## src/rtl/instruction_fetch_unit.sv

```systemverilog
// instruction_fetch_unit: fetch stage in front of the instruction memory.
// Owns the PC, issues one word read at a time, waits MEM_LATENCY cycles,
// buffers {instruction, pc} and hands it to decode over valid/ready.
// Optional feature macro: IFU_SKID_BUFFER_EN (2-entry output buffer;
// the default build uses a 1-entry buffer).
module instruction_fetch_unit #(
    parameter int                    ADDR_WIDTH  = 32,
    parameter int                    DATA_WIDTH  = 32,
    parameter logic [ADDR_WIDTH-1:0] RESET_PC    = '0,
    parameter int                    MEM_LATENCY = 1,
    parameter longint                ADDR_LIMIT  = 8192
) (
    input  logic                  clk,
    input  logic                  rst_n,
    input  logic                  stall,
    input  logic                  redirect_valid,
    input  logic [ADDR_WIDTH-1:0] redirect_pc,
    output logic [ADDR_WIDTH-1:0] imem_address,
    output logic                  imem_read_enable,
    input  logic [DATA_WIDTH-1:0] imem_data,
    output logic                  instr_valid,
    input  logic                  instr_ready,
    output logic [DATA_WIDTH-1:0] instr,
    output logic [ADDR_WIDTH-1:0] instr_pc,
    output logic                  fetch_fault
);

`ifdef IFU_SKID_BUFFER_EN
    localparam logic [1:0] BUF_CAP = 2'd2;
`else
    localparam logic [1:0] BUF_CAP = 2'd1;
`endif

    localparam int                    LAT_W     = (MEM_LATENCY < 2) ? 1 : $clog2(MEM_LATENCY + 1);
    localparam logic [LAT_W-1:0]      LAT_LOAD  = LAT_W'(MEM_LATENCY);
    localparam logic [LAT_W-1:0]      LAT_ONE   = LAT_W'(1);
    // One extra bit so a limit of exactly 2^ADDR_WIDTH is representable.
    localparam logic [ADDR_WIDTH:0]   LIMIT_EXT = (ADDR_WIDTH + 1)'(ADDR_LIMIT);

    typedef enum logic [1:0] {S_IDLE, S_ISSUE, S_WAIT, S_FAULT} state_t;

    state_t                  state_q, state_d;
    logic [ADDR_WIDTH-1:0]   pc_q, pc_d;
    logic [LAT_W-1:0]        lat_q, lat_d;
    logic                    fault_q, fault_d;
    logic                    rd_en_q, rd_en_d;
    logic                    valid_q, valid_d;
    logic [1:0]              cnt_q, cnt_d;
    logic [DATA_WIDTH-1:0]   buf_data_q [2];
    logic [DATA_WIDTH-1:0]   buf_data_d [2];
    logic [ADDR_WIDTH-1:0]   buf_pc_q [2];
    logic [ADDR_WIDTH-1:0]   buf_pc_d [2];
    logic                    push_s;
    logic                    pop_s;
    logic [1:0]              wr_slot_s;

    // Fetch FSM: next state, PC, latency counter and fault flag; redirect overrides everything.
    always_comb begin
        state_d = state_q;
        pc_d    = pc_q;
        lat_d   = lat_q;
        fault_d = fault_q;
        push_s  = 1'b0;
        case (state_q)
            S_IDLE: begin
                state_d = S_ISSUE;
            end
            S_ISSUE: begin
                if ({1'b0, pc_q} >= LIMIT_EXT) begin
                    state_d = S_FAULT;
                    fault_d = 1'b1;
                end else if (!stall && (cnt_q < BUF_CAP)) begin
                    // Occupancy is taken before any same-cycle pop on purpose.
                    state_d = S_WAIT;
                    lat_d   = LAT_LOAD;
                end else begin
                    state_d = S_ISSUE;
                end
            end
            S_WAIT: begin
                if (lat_q == LAT_ONE) begin
                    push_s  = 1'b1;
                    pc_d    = pc_q + {{(ADDR_WIDTH-1){1'b0}}, 1'b1};
                    state_d = S_ISSUE;
                end else begin
                    lat_d = lat_q - LAT_ONE;
                end
            end
            S_FAULT: begin
                state_d = S_FAULT;
            end
            default: begin
                state_d = S_IDLE;
            end
        endcase
        if (redirect_valid) begin
            // Abandon any in-flight read: its data is never buffered.
            state_d = S_ISSUE;
            pc_d    = redirect_pc;
            fault_d = 1'b0;
            push_s  = 1'b0;
            lat_d   = '0;
        end else begin
            state_d = state_d;
        end
        rd_en_d = (state_d == S_WAIT);
    end

    // Output buffer: shift-style queue with slot 0 as head; push and pop may coincide.
    always_comb begin
        pop_s      = valid_q & instr_ready;
        wr_slot_s  = cnt_q - {1'b0, pop_s};
        cnt_d      = cnt_q;
        buf_data_d = buf_data_q;
        buf_pc_d   = buf_pc_q;
        if (redirect_valid) begin
            cnt_d = 2'd0;
        end else begin
            if (pop_s) begin
                buf_data_d[0] = buf_data_q[1];
                buf_pc_d[0]   = buf_pc_q[1];
            end else begin
                buf_data_d[0] = buf_data_q[0];
            end
            if (push_s) begin
                if (wr_slot_s == 2'd0) begin
                    buf_data_d[0] = imem_data;
                    buf_pc_d[0]   = pc_q;
                end else begin
                    buf_data_d[1] = imem_data;
                    buf_pc_d[1]   = pc_q;
                end
            end else begin
                buf_pc_d[1] = buf_pc_d[1];
            end
            cnt_d = cnt_q + {1'b0, push_s} - {1'b0, pop_s};
        end
        valid_d = (cnt_d != 2'd0);
    end

    // State, PC and buffer registers with asynchronous active-low reset.
    always_ff @(posedge clk or negedge rst_n) begin
        if (!rst_n) begin
            state_q <= S_IDLE;
            pc_q    <= RESET_PC;
            lat_q   <= '0;
            fault_q <= 1'b0;
            rd_en_q <= 1'b0;
            valid_q <= 1'b0;
            cnt_q   <= 2'd0;
            for (int i = 0; i < 2; i++) begin
                buf_data_q[i] <= '0;
                buf_pc_q[i]   <= '0;
            end
        end else begin
            state_q    <= state_d;
            pc_q       <= pc_d;
            lat_q      <= lat_d;
            fault_q    <= fault_d;
            rd_en_q    <= rd_en_d;
            valid_q    <= valid_d;
            cnt_q      <= cnt_d;
            buf_data_q <= buf_data_d;
            buf_pc_q   <= buf_pc_d;
        end
    end

    assign imem_address     = pc_q;
    assign imem_read_enable = rd_en_q;
    assign instr_valid      = valid_q;
    assign instr            = buf_data_q[0];
    assign instr_pc         = buf_pc_q[0];
    assign fetch_fault      = fault_q;

endmodule

```

## config.mk

```make
export PLATFORM = sky130hd
export DESIGN_NAME = instruction_fetch_unit
export DESIGN_NICKNAME = d
export VERILOG_FILES = /design/src/rtl/instruction_fetch_unit.sv
export SDC_FILE = /design/constraint.sdc
export NUM_CORES = 1
export LEC_CHECK = 0
export BUFFER_PORTS_ARGS = -buffer_cell sky130_fd_sc_hd__buf_2
export CORE_MARGIN = 2
export CORE_UTILIZATION = 50
export DETAILED_ROUTE_END_ITERATION = 8
export PLACE_DENSITY = 0.75
export SETUP_SLACK_MARGIN = 0.1
export SLEW_MARGIN = 20
export SYNTH_ARGS = -nofsm -noshare
export SYNTH_HDL_FRONTEND = slang
export SYNTH_SLANG_ARGS = --single-unit
export TNS_END_PERCENT = 1
```

## constraint.sdc

```tcl
create_clock -name clk -period 1.81 [get_ports clk]
set_input_delay 0.4525 -clock clk [delete_from_list [all_inputs] [get_ports clk]]
set_output_delay 0.4525 -clock clk [all_outputs]
set_load 0.02 [all_outputs]
```

-- After elaboration in Yosys (flattened, before gate mapping)
Cells that the tools add are included.
- output and inout port bits: 99
- bits of input ports: 69
- register bits after elaboration: 168
- logic and storage cells: 68
- muxes and demuxes: 27
- order comparisons: 2
- equal/unequal tests: 6
- $add $sub $neg: 5
- reduce and logical (&&, ||, !) cells: 14
- bitwise operators: 3
- operators with widths (cell ; count):
    two-way mux 32 bit ; 9
    two-way mux 64 bit ; 1
    adder 32 x 1 -> 32 bit (second input constant) ; 1
    greater-or-equal comparator 32 x 14 -> 1 bit (second input constant) ; 1
    two-way mux 1 bit ; 10
    two-way mux 2 bit ; 5
    nonzero test 2 bit ; 5
    one-hot mux 2 bit (4 select lines) ; 1
    == test 2 bit (second input constant) ; 3
    inequality test 3 bit (second input constant) ; 2
    AND reduction 3 bit ; 2
    zero test 2 bit ; 2
    AND reduction 2 bit ; 2
    subtractor 2 x 1 -> 2 bit ; 2
    nonzero test 3 bit ; 1
    adder 2 x 1 -> 2 bit ; 1
    == test 2 x 1 -> 1 bit (second input constant) ; 1
    less-than comparator 2 x 1 -> 1 bit (second input constant) ; 1
    NOT 1 bit ; 2
    one-hot mux 1 bit (2 select lines) ; 1
    AND 1 bit ; 1
    logical AND 1 bit ; 1
    zero test 1 bit ; 1
    subtractor 1 bit (second input constant) ; 1

-- Depth between registers and ports, before layout
Gate-level depths: netlist of the first run.
- word-level depth: 7
- gate-level depth with buffers: 9
- depth with buffers taken out: 9

-- Least setup slack after synthesis of the first run
OpenSTA, ideal clock, no wires.
- path type: input port to flip-flop
- start point: in redirect_valid
- end point: reg valid_q, in the netlist instr_valid
- arrival: 1.737 ns
- data required time: 1.683 ns
- setup time: 0.127 ns
- stages: 8
- path buffers: 1
- slack: -0.054 ns
- cell sequence: buf_2 > nor2_2 > inv_1 > ha_1 > inv_1 > ha_1 > nor2b_1 > or2_2
- longest elaborated chain between the ends: 5
- ends and longest elaborated chain (element ; line ; source):
    start: declaration ; 16 ; input logic redirect_valid,
    two-way mux 1 bit ; 96 ; if (redirect_valid) begin
    adder 2 x 1 -> 2 bit ; 136 ; cnt_d = cnt_q + {1'b0, push_s} - {1'b0, pop_s};
    subtractor 2 x 1 -> 2 bit ; 136 ;
    two-way mux 2 bit * ; 116 ; if (redirect_valid) begin
    via cnt_d[0] ; 48 ; logic [1:0] cnt_q, cnt_d;
    nonzero test 2 bit * ; 138 ; valid_d = (cnt_d != 2'd0);
    via valid_d ; 47 ; logic valid_q, valid_d;
    end signal: assignment ; 161 ; valid_q <= valid_d;
    end: declaration ; 47 ;
Mark *: on every way through the listed nets, which the timed path passes. The rest lies on a longest branch.
A chain may end at the register's enable or synchronous reset.

-- Final worst setup path of the first run
- start point: reg state_q[0]
- end point: reg pc_q[13], in the netlist imem_address[13]
- longest elaborated chain between the ends: 3
- ends and longest elaborated chain (element ; line ; source):
    start: declaration ; 42 ; state_t state_q, state_d;
    start signal: assignment ; 156 ; state_q <= state_d;
    == test 2 bit ; 64 ; case (state_q)
    nonzero test 2 bit (no source line) ; -- ;
    AND reduction 2 bit (no source line) ; -- ;
    end signal: assignment ; 157 ; pc_q <= pc_d;
    end: declaration ; 43 ; logic [ADDR_WIDTH-1:0] pc_q, pc_d;
Every way passes these cells.

==> results.md, run 1 <==
* Status: finished, violations left
* Failing checks: negative setup slack
* Via Count at 5720
* Synth area leaders: dfrtp_1 52%, mux2_2 8.7%, mux2i_1 8.0%
* DRC at 0
* Reg-to-reg startpoint: state_q[0]
* Largest net degree at the start of global routing at 72
* Worst Tran Pin Value at 662.3 ps
* Max-slew violations at 0
* Number of global-route vias before repair at 5501
* Sink Count at 168
* Setup TNS Final at -23.30 ps
* CTS H-tree depth at 4
* Peak Freq at 548.1 MHz
* PwrDens at 1019 mW/mm2
* Critical path class: reg -> reg
* Share of cells above drive strength 1 at 38.82%
* # fillers at 1291
* Max Cap Violations at 0
* Die width at 130.7 um
* Arrival time at the worst endpoint at 2110 ps
* Min-delay src: redirect_pc[11]
* First-pass GRT wire length at 27740 um
* R2r endpoint: imem_address[13]
* Hold Fails Final Rpt at 0
* Crit. End Element: flop
* Port Buffer Count at 167
* Rows at 46
* Starting DRT DRC Count at 318
* Cells on worst reg2reg path at 8
* Fin nets at 941
* Top Ports at 168
* Mapped cell area at 0.008029 mm2
* Die area at 0.01709 mm2
* Layout area overhead at 22.19%
* R2R setup slack at -10 ps
* Core ar. at 0.01577 mm2
* CTS buffer count at 17
* Avg Cell Area, Syn at 10.98 um2
* Final setup vio count at 2
* Placed insts at 1059
* CTS tree: built
* Post-synthesis cell count at 731
* Die Height at 130.7 um
* GRT Total Usage at 20.75%
* Final worst setup slack at -14.44 ps
* Tcrit/Tclk final at 100.8%
* Worst slew margin at 55.85%
* Commonest non-fill, non-tap cells in the layout: 167 x buf_2, 166 x dfrtp_1, 106 x nand2_1
* Worst-case clock buffer depth at 2
* Seq/Total Area, Yosys at 52.36%
* Hold path endpoint: imem_address[11]
* Worst Hold Class: in -> reg
* Largest fanout on the critical path at 5
* Warnings, synthesis at 0
* Gpl congestion at 0.8327
* Initial antenna violation count at 1
* Clock Skew at 6.981 ps
* Flops & latches, synth at 168
* Final wirelength at 17390 um
* Pleak at 5.303 nW
* Routed vias/inst at 5.214
* # diodes at 0
* Critical path launch point type: flop
* Hpwl dp at 11850 um
* Non-Filler Instances at 1097
* Starting Density at 50.91%
* Crit path required time at 2090 ps
* Post-synth top area cell: dfrtp_1
* Remaining antenna violation count at 0
* Syn Nets at 804
* Root Driver: clkbuf_16
* Yosys top cell area share at 52.36%
* Clock-pin slew on the worst setup and hold paths at 70 ps
* Total grt overflow at 0
* Drt wl/cell at 15.86 um
* Clock Latency Late Sink at 420 ps
* Hold depth at 3
* Synth cell types at 39
* DRT Pass-1 Iters at 4
* Peak VDD IR at 0.7025 mV
* Most common cell after layout, fill and taps aside: buf_2
* RSZ-0062 raised after global routing: true
* Tmin final at 1824 ps
stage by stage:
stage                     util, %  total power [mW]  instance area [um2]  setup WS (ps)  hold WS (ps)
after floorplan                 -             5.752                 8083          45.27         156.9
after global placement      57.45             6.224                 9060          12.53         397.5
after detailed placement    57.45             6.265                 9060         -17.57         402.6
after CTS                   61.55             10.04                 9707          4.067         226.2
after global routing        62.21             10.45                 9811         -131.4         243.3
final                       62.21             9.999                 9811         -14.44         234.1
power by group:
group	internal, mW	leakage, nW	switching (mW)	total (mW)
Clock	2.29	0.297	1.48	3.77
Combinational	0.789	2.75	1.11	1.89
Sequential	4.10	2.26	0.237	4.34
Total	7.17	5.30	2.83	10.0
cell usage after synthesis:
cell / instances
dfrtp_1: 168
nand2_1: 106
o21ai_0: 87
buf_4: 65
mux2i_1: 64
mux2_2: 62
xor2_1: 26
buf_2: 25
nand4_1: 15
clkbuf_1: 13
nand3_1: 12
nor2_1: 12
o21ai_1: 10
a21oi_1: 8
xnor2_1: 7
inv_1: 5
and2_1: 4
and3_1: 4
ha_1: 4
nand2b_1: 4
nor4_1: 4
clkbuf_2: 3
nor3_1: 3
a21o_1: 2
nand3b_4: 2
nor2b_1: 2
or2_2: 2
a31oi_1: 1
and2_0: 1
and3_2: 1
and4_1: 1
and4bb_2: 1
buf_6: 1
nand4_4: 1
nand4b_1: 1
nor2_2: 1
nor4_2: 1
nor4_4: 1
or4_4: 1
worst max-delay path, cell delays in order, from the launching register on:
cell      delay, ps
dfrtp_1         420
nand3b_4        190
buf_6           140
nor4_4          280
buf_4           230
buf_4           130
nand3_1          80
xor2_1          140
o21ai_1          70
metal layers:
| metal | vias to the layer above | global-route usage, % | share of wire [%] |
|---|---|---|---|
| met5 | - | 0 | 0.075 |
| met4 | 2 | 6.946 | 1.8 |
| met3 | 26 | 4.316 | 5.7 |
| met2 | 175 | 33.18 | 47 |
| met1 | 2800 | 28.51 | 45 |
| li1 | 2717 | - | - |
cells by family (layout without fill, tap and decap cells):
group           after synthesis  in the layout  synth area share (%)
simple gates                180            180                 11.13
fa+ha+maj                     4              4                0.6234
compound gates              108            108                 6.810
mux                         126            126                 16.67
flops                       168            168                 52.36
xor+xnor                     33             33                 3.600
buf+inv                     112            262                 8.805
how the worst max path moves through the flow:
stage | start | to | cells past startpoint
2_1_floorplan | imem_address[23] | state_q[0] | 6
3_5_place_dp | state_q[0] | instr_valid | 9
3_3_place_gp | imem_address[16] | state_q[0] | 5
4_1_cts | state_q[0] | imem_address[27] | 7
6_report | state_q[0] | imem_address[13] | 8
5_1_grt | state_q[0] | imem_address[27] | 7
area by class of cell:
type | count | area, um2 | area share [%]
well taps | 216 | 270.3 | 2.755
multi-input cells | 451 | 3252 | 33.15
clock buffers | 22 | 474.2 | 4.834
flip-flops and latches | 168 | 4207 | 42.88
repair buffers | 225 | 1448 | 14.76
clock inverters | 10 | 141.4 | 1.441
inverters | 5 | 18.77 | 0.1913
state kept, by name (all words and copies together) (netlist names), 2 cells and up:
register / flops
buf_data_q: 32
buf_pc_q: 32
cnt_q: 2
imem_address: 32
instr: 32
instr_pc: 32
state_q: 2
repair_timing:
item / CTS / global route
hold buffers: 1 / 0
pin swaps: 3 / 11
resized for setup: 2 / 16
setup buffers: 2 / 2
hold endpoints to repair: 35 / 0
endpoints found under the setup margin: 21 / 65
gates cloned: 0 / 1
(Power assumes the default switching activity.)
==> run 2, diff against run 1 <==
Settings changed: CAP_MARGIN from default to 20, CELL_PAD_IN_SITES_DETAIL_PLACEMENT from default to 1, CELL_PAD_IN_SITES_GLOBAL_PLACEMENT from default to 1, CORE_ASPECT_RATIO from default to 0.9, CORE_UTILIZATION 50 to 39.
==> run 2 against run 1 <==
The run now ends clean. Flip-flop and latch count unchanged. Sequential power about the same. Routed wire length up 19%. Global-route usage is 1.6 points lower. Die area grew 27%.
==> results.md, run 2 (synthesis gave the netlist of run 1 again) <==
* GR peak layer: met2
* Fin nets at 948 (+0.74%)
* Slowest CP cell: or4_4
* Critical path class: reg -> reg
* Placed insts at 1104 (+4.2%)
* Share of cells above drive strength 1 at 39.86% (+1.0 points)
* Hold Fails Final Rpt at 0 (unchanged)
* Worst Hold Class: in -> reg
* RSZ-0062 raised after global routing: true
* Clock Latency Late Sink at 430 ps (about the same)
* Arrival time at the worst endpoint at 2100 ps (about the same)
* Most common cell after layout, fill and taps aside: buf_2
* Starting DRT DRC Count at 241 (-24%)
* Top Ports at 168 (unchanged)
* Top Family by Delay on Critical Path: simple AND/OR/NAND/NOR gates
* Rows at 49 (+6.5%)
* M3 GR Usage at 5.198% (+0.88 points)
* Commonest non-fill, non-tap cells in the layout: 166 x buf_2, 164 x dfrtp_1, 106 x nand2_1
* Layout area overhead at 24.34%
* Remaining antenna violation count at 0 (unchanged)
* Largest fanout on the critical path at 3 (-2)
* Final wirelength at 20780 um (+19%)
* Sink Count at 168 (unchanged)
* Die width at 155.2 um (+19%)
* First-pass GRT wire length at 33020 um (+19%)
* Max Cap Violations at 0 (unchanged)
* Port Buffer Count at 167 (unchanged)
* PwrDens at 989.5 mW/mm2 (-2.9%)
* Gpl congestion at 0.7772 (-6.7%)
* Crit path buf inv count at 1 (-2)
* Starting Density at 39.93% (-11 points)
* Via Count at 5808 (+1.5%)
* Die Height at 140.1 um (+7.2%)
* Post-route cell area at 0.009983 mm2 (+1.8%)
* Critical path launch point type: flop
* CTS buffer count at 17 (unchanged)
* Worst Tran Pin Value at 658.1 ps (-4.252 ps)
* CTS H-tree depth at 4 (unchanged)
* Total grt overflow at 0 (unchanged)
* Max-slew violations at 0 (unchanged)
* Pleak at 5.434 nW (+2.5%)
* # diodes at 0 (unchanged)
* DRC at 0 (unchanged)
* Crit. End Element: flop
* Crit-path max cell delay at 450 ps (+30 ps)
* DRT Pass-1 Iters at 4 (unchanged)
* Routed vias/inst at 5.081 (-2.5%)
* Clock Skew at 10.96 ps (+3.984 ps)
* GRT Total Usage at 19.13% (-1.6 points)
* Die area at 0.02175 mm2 (+27%)
* Met1 global-route usage at 25.07% (-3.4 points)
* Final total power at 9.878 mW (-1.2%)
* Number of global-route vias before repair at 6281 (+14%)
* Status: complete, no violations
* CTS tree: built
* Peak Freq at 564.4 MHz (+3.0%)
* Tcrit/Tclk final at 97.89% (-2.9 points)
* Dpl cell area at 0.009129 mm2 (+0.76%)
* Crit-path cells: nor4_2 -> buf_4 -> nand4_1 -> or4_4 -> nand3b_4 -> a21o_1
* Worst slew margin at 56.13% (+0.28 points)
* Root Driver: clkbuf_16
* Peak VDD IR at 0.5726 mV (-19%)
* Drt wl/cell at 18.18 um (+15%)
* Crit path required time at 2130 ps (+40 ps)
* Hpwl dp at 14200 um (+20%)
* Non-Filler Instances at 1143 (+4.2%)
* Tmin final at 1772 ps (-52.59 ps)
* Clock-pin slew on the worst setup and hold paths at 70 ps (about the same)
* Largest net degree at the start of global routing at 72 (unchanged)
* Final setup vio count at 0 (-2)
* Initial antenna violation count at 3 (+2)
* Met2 usage at 30.92% (-2.3 points)
* Worst-case clock buffer depth at 2 (unchanged)
* Core ar. at 0.02011 mm2 (+28%)
[run 2: changes by cell type in the layout (fill, tap and decap cells not counted), sizes merged]
| cell | change |
|---|---|
| inv | +7 |
| buf | +5 |
| bufinv | -2 |
| clkinv | +1 |
| clkbuf | -2 |
| clkinvlp | -2 |
[run 2: metrics by stage]
step / utilization [%] / setup TNS (ps) / hold WS [ps] / worst slack [ps]
after floorplan: - / 0 / 156.9 / 45.27
after global placement: 45.40 / 0 / 441.3 / 14.94
after detailed placement: 45.40 / -1249 / 445.1 / -37.42
after CTS: 48.56 / 0 / 215.3 / 16.85
after global routing: 49.65 / -338.6 / 227.5 / -54.60
final: 49.65 / 0 / 230.7 / 38.14
[run 2: tightest hold or removal path, cell delays in order]
cell,delay [ps]
buf_2,80
nand2_1,40
o21ai_0,60
[run 2: layout make-up]
| class | instances | area, um2 |
|---|---|---|
| Fill cell | 2211 | 10130 |
| Sequential cell | 168 | 4209 |
| Multi-Input combinational cell | 451 | 3343 |
| Timing Repair Buffer | 232 | 1521 |
| Clock buffer | 18 | 439.2 |
| Tap cell | 255 | 319.1 |
| Clock inverter | 14 | 132.6 |
| Inverter | 5 | 18.77 |
[run 2: path summary, 6_finish.rpt]
check | startpoint | end | slack [ps] | depth (start not counted)
max | imem_address[23] | state_q[0] | 40 | 6
min | redirect_pc[6] | imem_address[6] | 230 | 3
max reg2reg | imem_address[23] | state_q[0] | 40 | 6
min reg2reg | buf_pc_q[0] | buf_pc_q[0] | 490 | 2
max in group asynchronous | rst_n | cnt_q[0] | 660 | 3
min in group asynchronous | rst_n | instr[16] | 550 | 2
[run 2: per-layer routing]
layer / vias up / share of wire [%]
li1: 2728 / -
met5: - / 0.096
met4: 4 / 1.7
met1: 2920 / 46
met3: 28 / 5.3
met2: 128 / 47
[run 2: report_power, final]
group / internal (mW) / total (mW) / switching (mW)
clock: 1.96 / 3.62 / 1.65
combinational: 0.781 / 1.92 / 1.14
sequential: 4.10 / 4.34 / 0.243
[run 2: repair_timing]
item	4_1_cts	5_1_grt
cloned	0	2
hold buffers	1	0
endpoints found under the hold margin	42	0
pin swaps	2	6
setup endpoints to repair	68	148
setup buffers	2	2
resized for setup	6	45
